<file path="config.mk">
export PLATFORM = sky130hd
export DESIGN_NAME = wb_port_arbiter
export DESIGN_NICKNAME = d
export VERILOG_FILES = /design/src/rtl/wb_port_arbiter.sv
export SDC_FILE = /design/constraint.sdc
export NUM_CORES = 1
export LEC_CHECK = 0
export BUFFER_PORTS_ARGS = -buffer_cell sky130_fd_sc_hd__buf_2
export CELL_PAD_IN_SITES_DETAIL_PLACEMENT = 0
export CELL_PAD_IN_SITES_GLOBAL_PLACEMENT = 1
export CORE_AREA = 2 2 157 159
export CTS_BUF_LIST = sky130_fd_sc_hd__clkbuf_4 sky130_fd_sc_hd__clkbuf_8
export CTS_CLUSTER_DIAMETER = 50
export CTS_CLUSTER_SIZE = 24
export DETAILED_ROUTE_END_ITERATION = 12
export DIE_AREA = 0 0 159 161
export PLACE_DENSITY_LB_ADDON = 0.1
export SYNTH_ARGS = -nofsm -noshare
export SYNTH_HDL_FRONTEND = slang
export SYNTH_SLANG_ARGS = --single-unit
</file>
<file path="constraint.sdc">
create_clock -name clk -period 2.5 [get_ports clk]
set_input_delay 0 -clock clk [delete_from_list [all_inputs] [get_ports clk]]
set_output_delay 0 -clock clk [all_outputs]
set_load 0.05 [all_outputs]
</file>
<file path="src/rtl/wb_port_arbiter.sv">
// Regfile write-port arbiter between the in-order WB stage and the mul/div unit.
// The winning write is registered, and exit is held back until md results drain.
module wb_port_arbiter #(
  parameter int unsigned STARVE_MAX = 4,
  parameter int unsigned CNT_W      = 3
) (
  input  logic        clk,
  input  logic        rst_n,
  input  logic        pipe_wen_i,
  input  logic [4:0]  pipe_rd_i,
  input  logic [63:0] pipe_wdata_i,
  input  logic        pipe_exit_i,
  input  logic [63:0] pipe_pc_i,
  output logic        pipe_stall_o,
  input  logic        md_valid_i,
  input  logic [4:0]  md_rd_i,
  input  logic [63:0] md_wdata_i,
  input  logic        md_busy_i,
  output logic        md_ready_o,
  output logic        wen_o,
  output logic [4:0]  rd_o,
  output logic [63:0] wdata_o,
  output logic        exit_o,
  output logic [63:0] exit_pc_o
);

  typedef enum logic [1:0] {
    RUN   = 2'd0,
    DRAIN = 2'd1,
    DONE  = 2'd2
  } state_t;

  localparam logic [CNT_W-1:0] STARVE_LIM = CNT_W'(STARVE_MAX);

  state_t           state;
  logic [CNT_W-1:0] starve_cnt;

  logic pipe_req;
  logic md_req;
  logic starve_hit;
  logic md_win;
  logic pipe_win;
  logic exit_take;

  // Arbitration decode; the handshake outputs depend only on state, counter and requests.
  always_comb begin
    pipe_req     = pipe_wen_i & (pipe_rd_i != 5'd0);
    md_req       = md_valid_i;
    starve_hit   = pipe_req & md_req & (starve_cnt >= STARVE_LIM);
    md_win       = 1'b0;
    pipe_win     = 1'b0;
    exit_take    = 1'b0;
    pipe_stall_o = 1'b1;
    md_ready_o   = 1'b0;
    case (state)
      RUN: begin
        md_win       = md_req & (~pipe_req | starve_hit);
        pipe_win     = pipe_req & ~md_win;
        pipe_stall_o = starve_hit;
        md_ready_o   = md_win;
        exit_take    = pipe_exit_i & ~starve_hit;
      end
      DRAIN: begin
        md_win     = md_valid_i;
        md_ready_o = md_valid_i;
      end
      default: ;
    endcase
  end

  // State, starvation counter and the registered write/exit outputs.
  always_ff @(posedge clk) begin
    if (!rst_n) begin
      state      <= RUN;
      starve_cnt <= '0;
      wen_o      <= 1'b0;
      rd_o       <= 5'd0;
      wdata_o    <= 64'd0;
      exit_o     <= 1'b0;
      exit_pc_o  <= 64'd0;
    end else begin
      wen_o      <= 1'b0;
      exit_o     <= 1'b0;
      starve_cnt <= '0;

      // An md result with rd=0 completes its handshake but never writes.
      if (md_win && (md_rd_i != 5'd0)) begin
        wen_o   <= 1'b1;
        rd_o    <= md_rd_i;
        wdata_o <= md_wdata_i;
      end else if (pipe_win) begin
        wen_o   <= 1'b1;
        rd_o    <= pipe_rd_i;
        wdata_o <= pipe_wdata_i;
      end

      case (state)
        RUN: begin
          if (pipe_req && md_req && !starve_hit) begin
            starve_cnt <= starve_cnt + CNT_W'(1);
          end
          if (exit_take) begin
            exit_pc_o <= pipe_pc_i;
            if (md_busy_i || md_valid_i) begin
              state <= DRAIN;
            end else begin
              state  <= DONE;
              exit_o <= 1'b1;
            end
          end
        end
        DRAIN: begin
          if (!md_busy_i && !md_valid_i) begin
            state  <= DONE;
            exit_o <= 1'b1;
          end
        end
        DONE:    ;
        default: state <= RUN;
      endcase
    end
  end

endmodule

</file>
==> out/metrics.yaml, run 1 <==
max-vdd-ir-drop_uv: 270
yosysUniqueCellTypes: 34
crit_fanout: 48
crit_type: "reg -> reg"
hold_path_class: "in -> reg"
setup.worst_path.start: "state[1]"
gp_congestion: 0.746
intPower_mw: 3.95
power.switching_mw: 2.44
maxSlewHeadroom_pct: 58.3
tns_ps: 0
yosys_most_used_dff: "dfxtp_1"
htree_levels: 4
via_per_inst: 4.48
drc: 0
yosysMostFrequentCell: "nand2_1"
worst_slew_pin_slew_ps: 625
ant_nets: 0
core-area_um2: 24000
synth_top_cell_area_share_pct: 47.4
finalHoldViolations: 0
utilization_pct: 43.9
die_w_um: 159
switching_share_pct: 38.2
powerDensity_nw_per_um2: 608
final_area_um2: 10500
seq_area_frac_synth_pct: 47.4
fin_crit_ps: 2370
critPathArrivalTime_ps: 2770
fillers: 2474
cts_buffer_depth: 2
cts_setup_buffers: 0
grt_usage_pct: 18.6
syn_inst: 714
finalSetupViolations: 0
syn_area_per_cell_um2: 8.28
min_from: "md_rd_i[1]"
r2r_start: "state[1]"
place_area_um2: 7950
startpoint_type: "flip-flop"
ys_ff_latch: 140
cts.clk_slew.worst_paths_ps: 90
synth_common_cells: "nand2_1, dfxtp_1, nor3_1, a311oi_1, mux2i_1"
period_share_pct: 94.9
drt_iter0_drc: 403
synth_nets: 923
ios: 345
clock.fmax_mhz: 422
yosysWarnings: 0
dp_hpwl_um: 15200
status: "complete, no violations"
async_flop_share_pct: 0
die_area_um2: 25600
finalNetCount: 1448
grt_max_degree: 131
endpoint_kind: "flip-flop"
rsz0062_at_grt: "no"
layout-drive-gt1-share_pct: 31.7
finClkSkew_ps: 21.0
regArea_um2: 2800
clk_latency_ps: 450
gr-total-overflow: 0
required_ps: 2900
grt_pass1_vias: 7390
maxCapViolations: 0
dr.pass1.iters: 4
combPwrFrac_pct: 33.7
clkPwrFrac_pct: 26.7
cts-root-buf: "clkbuf_8"
power.leakage_nw: 5.06
cts_tree: "yes"
grt_pass1_wl_um: 38400
port-buffer-count: 344
cts-buffers-inserted: 17
start_util_pct: 24.7
yosys-top-cells-area: "dfxtp_1, nand2_1, mux2i_1"
syn2layout_area_growth_pct: 77.8
pwr-share-seq_pct: 39.6
rows: 57
wirelength_um: 24500
drv_slew: 0
multi_input_area_um2: 2820
syn_area_um2: 5910
num_vias: 7072
die_h_um: 161
yosysTopAreaCell: "dfxtp_1"
synth_edf_count: 0
antenna_found_initial: 2
whs_ps: 45.2
cts_num_sinks: 140
wl_per_cell_um: 15.5
-- sequential cells by signal, summed over array words and instances, names as in the netlist --
name,count
starve_cnt,3
wen_o,1
exit_o,1
rd_o,5
exit_pc_o,64
wdata_o,64
state,2
-- worst max-delay path: stages (launching register included) --
cell and delay [ps]:
dfxtp_1 400, nor2b_1 210, a21bo_2 280, or2_2 300, buf_6 230, a311oi_1 290, dlygate4sd3_1 590
-- cells by family after synthesis --
kind of cell,count (synthesis),share of synthesized area [%]
buffers and inverters,73,5.18
flip-flops,140,47.4
AND/OR/NAND/NOR,354,24.5
multiplexers,64,10.8
adder cells (fa/ha/maj),1,0.212
AO/OA/AOI/OAI,82,11.8
-- cell type report --
class                   instances  area share, %
well taps                     324           3.86
clock inverters                12          0.857
flip-flops and latches        140           26.7
diodes                          2         0.0476
inverters                       4          0.143
clock buffers                  19           2.43
multi-input cells             501           26.9
repair buffers                575           39.1
-- power groups by stage --
stage | combinational (mW) | clock [mW] | sequential [mW]
after floorplan | 0.540 | 0 | 3.27
after global placement | 1.79 | 0 | 2.58
after detailed placement | 1.79 | 0 | 2.58
after CTS | 2.13 | 1.80 | 2.53
after global routing | 2.29 | 1.89 | 2.56
final | 2.15 | 1.71 | 2.53
-- stage by stage --
step,cells,total power [mW],setup WS (ps)
CTS,1574,6.46,68.4
global placement,1326,4.38,433
finish,1577,6.39,128
floorplan,714,3.81,574
global route,1576,6.74,11.5
detailed placement,1326,4.37,435
-- worst paths after layout --
| check | endpoint | slack [ps] | cells past startpoint |
|---|---|---|---|
| max reg2reg | wdata_o[29] | 130 | 6 |
| min reg2reg | exit_pc_o[19] | 460 | 2 |
| max | wdata_o[29] | 130 | 6 |
| min | wen_o | 50 | 5 |
-- timing repair --
action	in CTS	in global routing
gates resized for setup	0	3
hold endpoints to repair	138	0
setup endpoints to repair	0	48
hold buffers	217	0
-- layer usage --
| metal | vias to the layer above | GRT usage [%] | wire length [um] |
|---|---|---|---|
| li1 | 3532 | - | - |
| met4 | 0 | 5.50 | 465 |
| met5 | - | 0 | 0 |
| met1 | 3235 | 21.8 | 10300 |
| met3 | 28 | 6.47 | 1950 |
| met2 | 277 | 32.3 | 11800 |
-- cells in the final DEF (no fill, tap or decap), types with 2 or more instances in the layout --
cell type / n
inv_6: 4
inv_1: 3
nor2_1: 4
a311oi_1: 67
mux2i_1: 64
diode_2: 2
dfxtp_1: 140
buf_2: 343
and2_1: 2
clkinvlp_4: 6
nor2b_1: 2
buf_12: 7
o21ai_0: 3
nand2_1: 268
buf_4: 5
a211oi_1: 2
buf_6: 2
clkinv_2: 2
dlygate4sd3_1: 217
nor3_1: 71
clkbuf_8: 18
Note: power is estimated with default switching activity, not from simulation.
==> inputs of run 2 (changes only) <==
- CORE_AREA: 2 2 157 159 -> 2 2 142 144
- DIE_AREA: 0 0 159 161 -> 0 0 144 146
==> out/metrics.yaml, run 2 (synthesis results as in run 1) <==
cts-root-buf: "clkbuf_8"  # unchanged
syn2layout_area_growth_pct: 77.1  # was 77.8%
cts.clk_slew.worst_paths_ps: 80  # was 90 ps
fillers: 1839  # was 2474
combPwrFrac_pct: 31.7  # was 33.7%
finalHoldViolations: 0  # unchanged
worst_slew_pin_slew_ps: 680  # was 625 ps
die_area_um2: 21000  # was 25600 um^2
gr-total-overflow: 0  # unchanged
grt_pass1_vias: 7519  # was 7390
startpoint_type: "flip-flop"  # unchanged
status: "complete, no violations"  # unchanged
period_share_pct: 97.5  # was 94.9%
reg_top3: "exit_pc_o: 64 flops, wdata_o: 64 flops, rd_o: 5 flops"  # unchanged
endpoint_kind: "flip-flop"  # unchanged
powerDensity_nw_per_um2: 643  # was 608 nW/um^2
port-buffer-count: 344  # unchanged
max-vdd-ir-drop_uv: 337  # was 270 uV
maxSlewHeadroom_pct: 54.7  # was 58.3%
finalSetupViolations: 0  # unchanged
crit_fanout: 37  # was 48
num_vias: 7116  # was 7072
via_per_inst: 4.70  # was 4.48
drv_slew: 0  # unchanged
antenna_found_initial: 1  # was 2
switching_share_pct: 35.6  # was 38.2%
intPower_mw: 4.33  # was 3.95 mW
layout-drive-gt1-share_pct: 32.4  # was 31.7%
required_ps: 2890  # was 2900 ps
rows: 51  # was 57
rsz0062_at_grt: "no"  # unchanged
cts_num_sinks: 140  # unchanged
pwr-share-seq_pct: 37.6  # was 39.6%
grt_max_degree: 74  # was 131
layout_common_cells: "buf_2, nand2_1, dlygate4sd3_1"  # unchanged
cts_tree: "yes"  # unchanged
cts-buffers-inserted: 17  # unchanged
tns_ps: 0  # unchanged
drt_iter0_drc: 245  # was 403
wirelength_um: 23400  # was 24500 um
die_h_um: 146  # was 161 um
finClkSkew_ps: 13.1  # was 21.0 ps
crit_type: "reg -> reg"  # unchanged
drc: 0  # unchanged
mostFrequentLayoutCell: "buf_2"  # unchanged
die_w_um: 144  # was 159 um
gp_congestion: 0.747  # was 0.746
wl_per_cell_um: 15.5  # about the same
cts_buffer_depth: 2  # unchanged
start_util_pct: 30.6  # was 24.7%
ios: 345  # unchanged
dp_hpwl_um: 15100  # was 15200 um
grt_usage_pct: 22.0  # was 18.6%
clkPwrFrac_pct: 30.7  # was 26.7%
hold_path_class: "in -> reg"  # unchanged
power_mw: 6.73  # was 6.39 mW
critPathArrivalTime_ps: 2830  # was 2770 ps
dr.pass1.iters: 4  # unchanged
core-area_um2: 19300  # was 24000 um^2
grt_pass1_wl_um: 36900  # was 38400 um
clk_latency_ps: 460  # was 450 ps
ant_nets: 0  # unchanged
power.leakage_nw: 5.07  # was 5.06 nW
maxCapViolations: 0  # unchanged
fin_crit_ps: 2440  # was 2370 ps
htree_levels: 4  # unchanged
power.switching_mw: 2.40  # was 2.44 mW
clock.fmax_mhz: 410  # was 422 MHz
finalNetCount: 1443  # was 1448
## run 2: cell count changes in the layout (fill, tap and decap cells not counted), sizes merged
cell,change
buf,+4
bufinv,+4
clkbuf,-2
clkinv,+3
clkinvlp,-3
diode,-1
dlygate4sd3,-8
inv,-2
## run 2: timing repair
item	CTS	global route
gates resized for setup	0	8
endpoints found under the setup margin	0	61
hold endpoints to repair	138	0
hold buffers	209	0
buffers inserted	0	0
## run 2: critical path, stage by stage, from the launching register on
cell	delay, ps
dfxtp_1	320
buf_4	160
nor2b_1	190
a21bo_2	280
or2_2	300
buf_6	220
a311oi_1	300
dlygate4sd3_1	600
## run 2: stage by stage
| stage | setup WS, ps | hold slack [ps] | util (%) | area, um^2 | cells |
|---|---|---|---|---|---|
| after floorplan | 574 | 139 | - | 5910 | 714 |
| after global placement | 511 | 246 | 40.8 | 7890 | 1271 |
| after detailed placement | 450 | 248 | 40.8 | 7890 | 1271 |
| after CTS | 79.0 | 74.8 | 53.9 | 10400 | 1512 |
| after global routing | 10.8 | 141 | 54.2 | 10500 | 1512 |
| final | 61.9 | 96.7 | 54.2 | 10500 | 1513 |
## run 2: routing by layer
layer / vias to the layer above / global-route usage (%) / part of all wire [%]
met5: - / 0 / 0.056
met4: 2 / 8.77 / 2.5
met3: 38 / 7.67 / 8.6
met2: 276 / 39.1 / 48
met1: 3284 / 23.5 / 40
li1: 3516 / - / -
## run 2: power groups by stage
stage               Sequential, mW  Clock (mW)  Combinational, mW
floorplan                     3.27           0              0.540
global placement              2.58           0               1.79
detailed placement            2.58           0               1.79
global route                  2.56        2.21               2.28
finish                        2.53        2.06               2.13
CTS                           2.53        2.13               2.12
## run 2: layout make-up
class                           count  area (um^2)  share of cell area, %
Inverter                            4         15.0                  0.143
Clock buffer                       18          248                   2.37
Tap cell                          265          332                   3.17
Timing Repair Buffer              570         4030                   38.4
Sequential cell                   140         2800                   26.8
Antenna cell                        1         2.50                 0.0239
Clock inverter                     14          193                   1.84
Multi-Input combinational cell    501         2860                   27.3
## run 2: path summary, 6_finish.rpt
check,start,end,slack (ps),cells past startpoint
worst max-delay path,state[1],rd_o[1],60,7
worst min-delay path,md_rd_i[2],wen_o,100,5
worst min register to register,exit_pc_o[37],exit_pc_o[37],460,2
worst max register to register,state[1],rd_o[1],60,7
==> inputs of run 3 (changes only) <==
==> constraint.sdc (replaced) <==
create_clock -name clk -period 2.5 [get_ports clk]
set_input_delay 0.25 -clock clk [delete_from_list [all_inputs] [get_ports clk]]
set_output_delay 0.25 -clock clk [all_outputs]
set_load 0.05 [all_outputs]
==> out/metrics.yaml, run 3 (synthesis results as in run 1) <==
ios: 345  # unchanged
period_share_pct: 86.6  # was 97.5%
max-vdd-ir-drop_uv: 377  # was 337 uV
antenna_found_initial: 6  # was 1
drv_slew: 0  # unchanged
drt_iter0_drc: 231  # was 245
worst_slew_pin_slew_ps: 605  # was 680 ps
crit_fanout: 11  # was 37
grt_usage_pct: 19.3  # was 22.0%
crit_type: "in -> out"  # was reg -> reg
max_stage_delay_ps: 630  # was 600 ps
route.met2.wl_um: 9960  # was 11300 um
fin_crit_ps: 2170  # was 2440 ps
num_vias: 6255  # was 7116
finalWorstSetupSlack_ps: 335  # was 61.9 ps
finClkSkew_ps: 14.3  # was 13.1 ps
finalSetupViolations: 0  # unchanged
dr.pass1.iters: 4  # unchanged
endpoint_kind: "primary output"  # was flip-flop
maxSlewHeadroom_pct: 59.7  # was 54.7%
layout_common_cells: "buf_2, nand2_1, dfxtp_1"  # was buf_2, nand2_1, dlygate4sd3_1
crit_buf_inv: 3  # unchanged
wirelength_um: 21200  # was 23400 um
status: "complete, no violations"  # unchanged
mostFrequentLayoutCell: "buf_2"  # unchanged
worstRegToRegCells: 5  # was 7
wl_per_cell_um: 16.3  # was 15.5 um
clkPwrFrac_pct: 32.7  # was 30.7%
holdPathStages: 3  # was 5
met1_length_um: 8760  # was 9440 um
ant_nets: 0  # unchanged
routed.top_layer: "met5"  # unchanged
grt_pass1_vias: 5944  # was 7519
grt_max_degree: 118  # was 74
cts-root-buf: "clkbuf_8"  # unchanged
cts_buffer_depth: 2  # unchanged
critPathArrivalTime_ps: 1920  # was 2830 ps
cts_tree: "yes"  # unchanged
required_ps: 2250  # was 2890 ps
finalHoldViolations: 0  # unchanged
crit_slowest_cell: "or4_1"  # was dlygate4sd3_1
switching_share_pct: 36.3  # was 35.6%
cts-buffers-inserted: 17  # unchanged
clk_latency_ps: 440  # was 460 ps
startpoint_type: "primary input"  # was flip-flop
gr-total-overflow: 0  # unchanged
intPower_mw: 4.06  # was 4.33 mW
post-place-ws_ps: 236  # was 450 ps
finalNetCount: 1231  # was 1443
die_w_um: 144  # unchanged
clock.fmax_mhz: 462  # was 410 MHz
die_area_um2: 21000  # unchanged
gp_congestion: 0.761  # was 0.747
syn2layout_area_growth_pct: 41.1  # was 77.1%
cts_setup_buffers: 0  # unchanged
cp.depth: 6  # was 7
stdcell_count: 1305  # was 1513
crit_family: "simple AND/OR/NAND/NOR gates"  # was buffers and inverters
via_per_inst: 4.79  # was 4.70
powerDensity_nw_per_um2: 765  # was 643 nW/um^2
path_cells: "buf_2 > or4_1 > o2111a_2 > buf_4 > nor2b_1 > buf_2"  # was buf_4 > nor2b_1 > a21bo_2 > or2_2 > buf_6 > a311oi_1 > dlygate4sd3_1
cts.clk_slew.worst_paths_ps: 90  # was 80 ps
port-buffer-count: 344  # unchanged
tns_ps: 0  # unchanged
combPwrFrac_pct: 27.6  # was 31.7%
cts_num_sinks: 140  # unchanged
power.switching_mw: 2.32  # was 2.40 mW
reg_top3: "exit_pc_o: 64 flops, wdata_o: 64 flops, rd_o: 5 flops"  # unchanged
htree_levels: 4  # unchanged
layout-drive-gt1-share_pct: 38.1  # was 32.4%
rsz0062_at_grt: "no"  # unchanged
rows: 51  # unchanged
power.leakage_nw: 4.07  # was 5.07 nW
core-area_um2: 19300  # unchanged
drc: 0  # unchanged
pwr-share-seq_pct: 39.6  # was 37.6%
wl_met3_um: 2100  # was 2000 um
grt_pass1_wl_um: 32100  # was 36900 um
start_util_pct: 30.6  # unchanged
crit_top_cell: "buf_2"
dp_hpwl_um: 14600  # was 15100 um
maxCapViolations: 0  # unchanged
die_h_um: 146  # unchanged
hold_path_class: "in -> reg"  # unchanged
utilization_pct: 43.2  # was 54.2%
dp_cells: 1267  # was 1271
fillers: 2085  # was 1839
[run 3: cell count changes in the layout (fill, tap and decap cells not counted), moves of 2 or more]
cell,change
a311oi_1,+4
a311oi_2,-4
buf_4,-3
buf_6,-2
clkinv_2,-3
clkinv_4,+3
clkinvlp_4,-2
diode_2,+5
dlygate4sd3_1,-208
[run 3: power by group through the flow]
stage / registers, mW / logic (mW) / clock network (mW)
after floorplan: 3.27 / 0.540 / 0
after global placement: 2.58 / 1.78 / 0
after detailed placement: 2.58 / 1.78 / 0
after CTS: 2.53 / 1.78 / 2.15
after global routing: 2.56 / 1.88 / 2.23
final: 2.53 / 1.76 / 2.09
[run 3: cell type report]
| cell class | count | area [um^2] | share of cell area [%] |
|---|---|---|---|
| inverters | 4 | 15.0 | 0.180 |
| repair buffers | 358 | 1920 | 23.0 |
| flip-flops and latches | 140 | 2800 | 33.6 |
| well taps | 265 | 332 | 3.97 |
| diodes | 6 | 15.0 | 0.180 |
| multi-input cells | 501 | 2820 | 33.8 |
| clock inverters | 12 | 189 | 2.26 |
| clock buffers | 19 | 255 | 3.06 |
[run 3: stage by stage]
| stage | hold slack (ps) | instance area (um^2) | total power, mW |
|---|---|---|---|
| CTS | 0.473 | 8330 | 6.46 |
| finish | 36.1 | 8350 | 6.38 |
| detailed placement | 427 | 7880 | 4.36 |
| global placement | 427 | 7880 | 4.36 |
| global route | 0.694 | 8340 | 6.67 |
| floorplan | 389 | 5910 | 3.81 |
[run 3: per-layer routing]
metal	vias up	global-route usage, %
li1	3092	-
met1	2879	23.0
met2	257	31.0
met3	25	7.90
met4	2	7.25
met5	-	0
[run 3: final timing paths]
check	slack, ps	to	start
worst max-delay path	330	md_ready_o	pipe_rd_i[2]
worst min-delay path	40	exit_pc_o[45]	pipe_pc_i[45]
worst max register to register	480	wdata_o[20]	state[1]
worst min register to register	440	starve_cnt[0]	starve_cnt[0]
[run 3: worst reg2reg max path, delay by kind of cell, from the launching register on]
kind,cells,cell delay [ps]
compound gates,3,1120
buf+inv,1,300
simple gates,1,110
flops,1,410
[run 3: repair_timing]
item | CTS | global route
gates resized for setup | 0 | 0
hold buffers | 1 | 0
endpoints found under the hold margin | 1 | 0
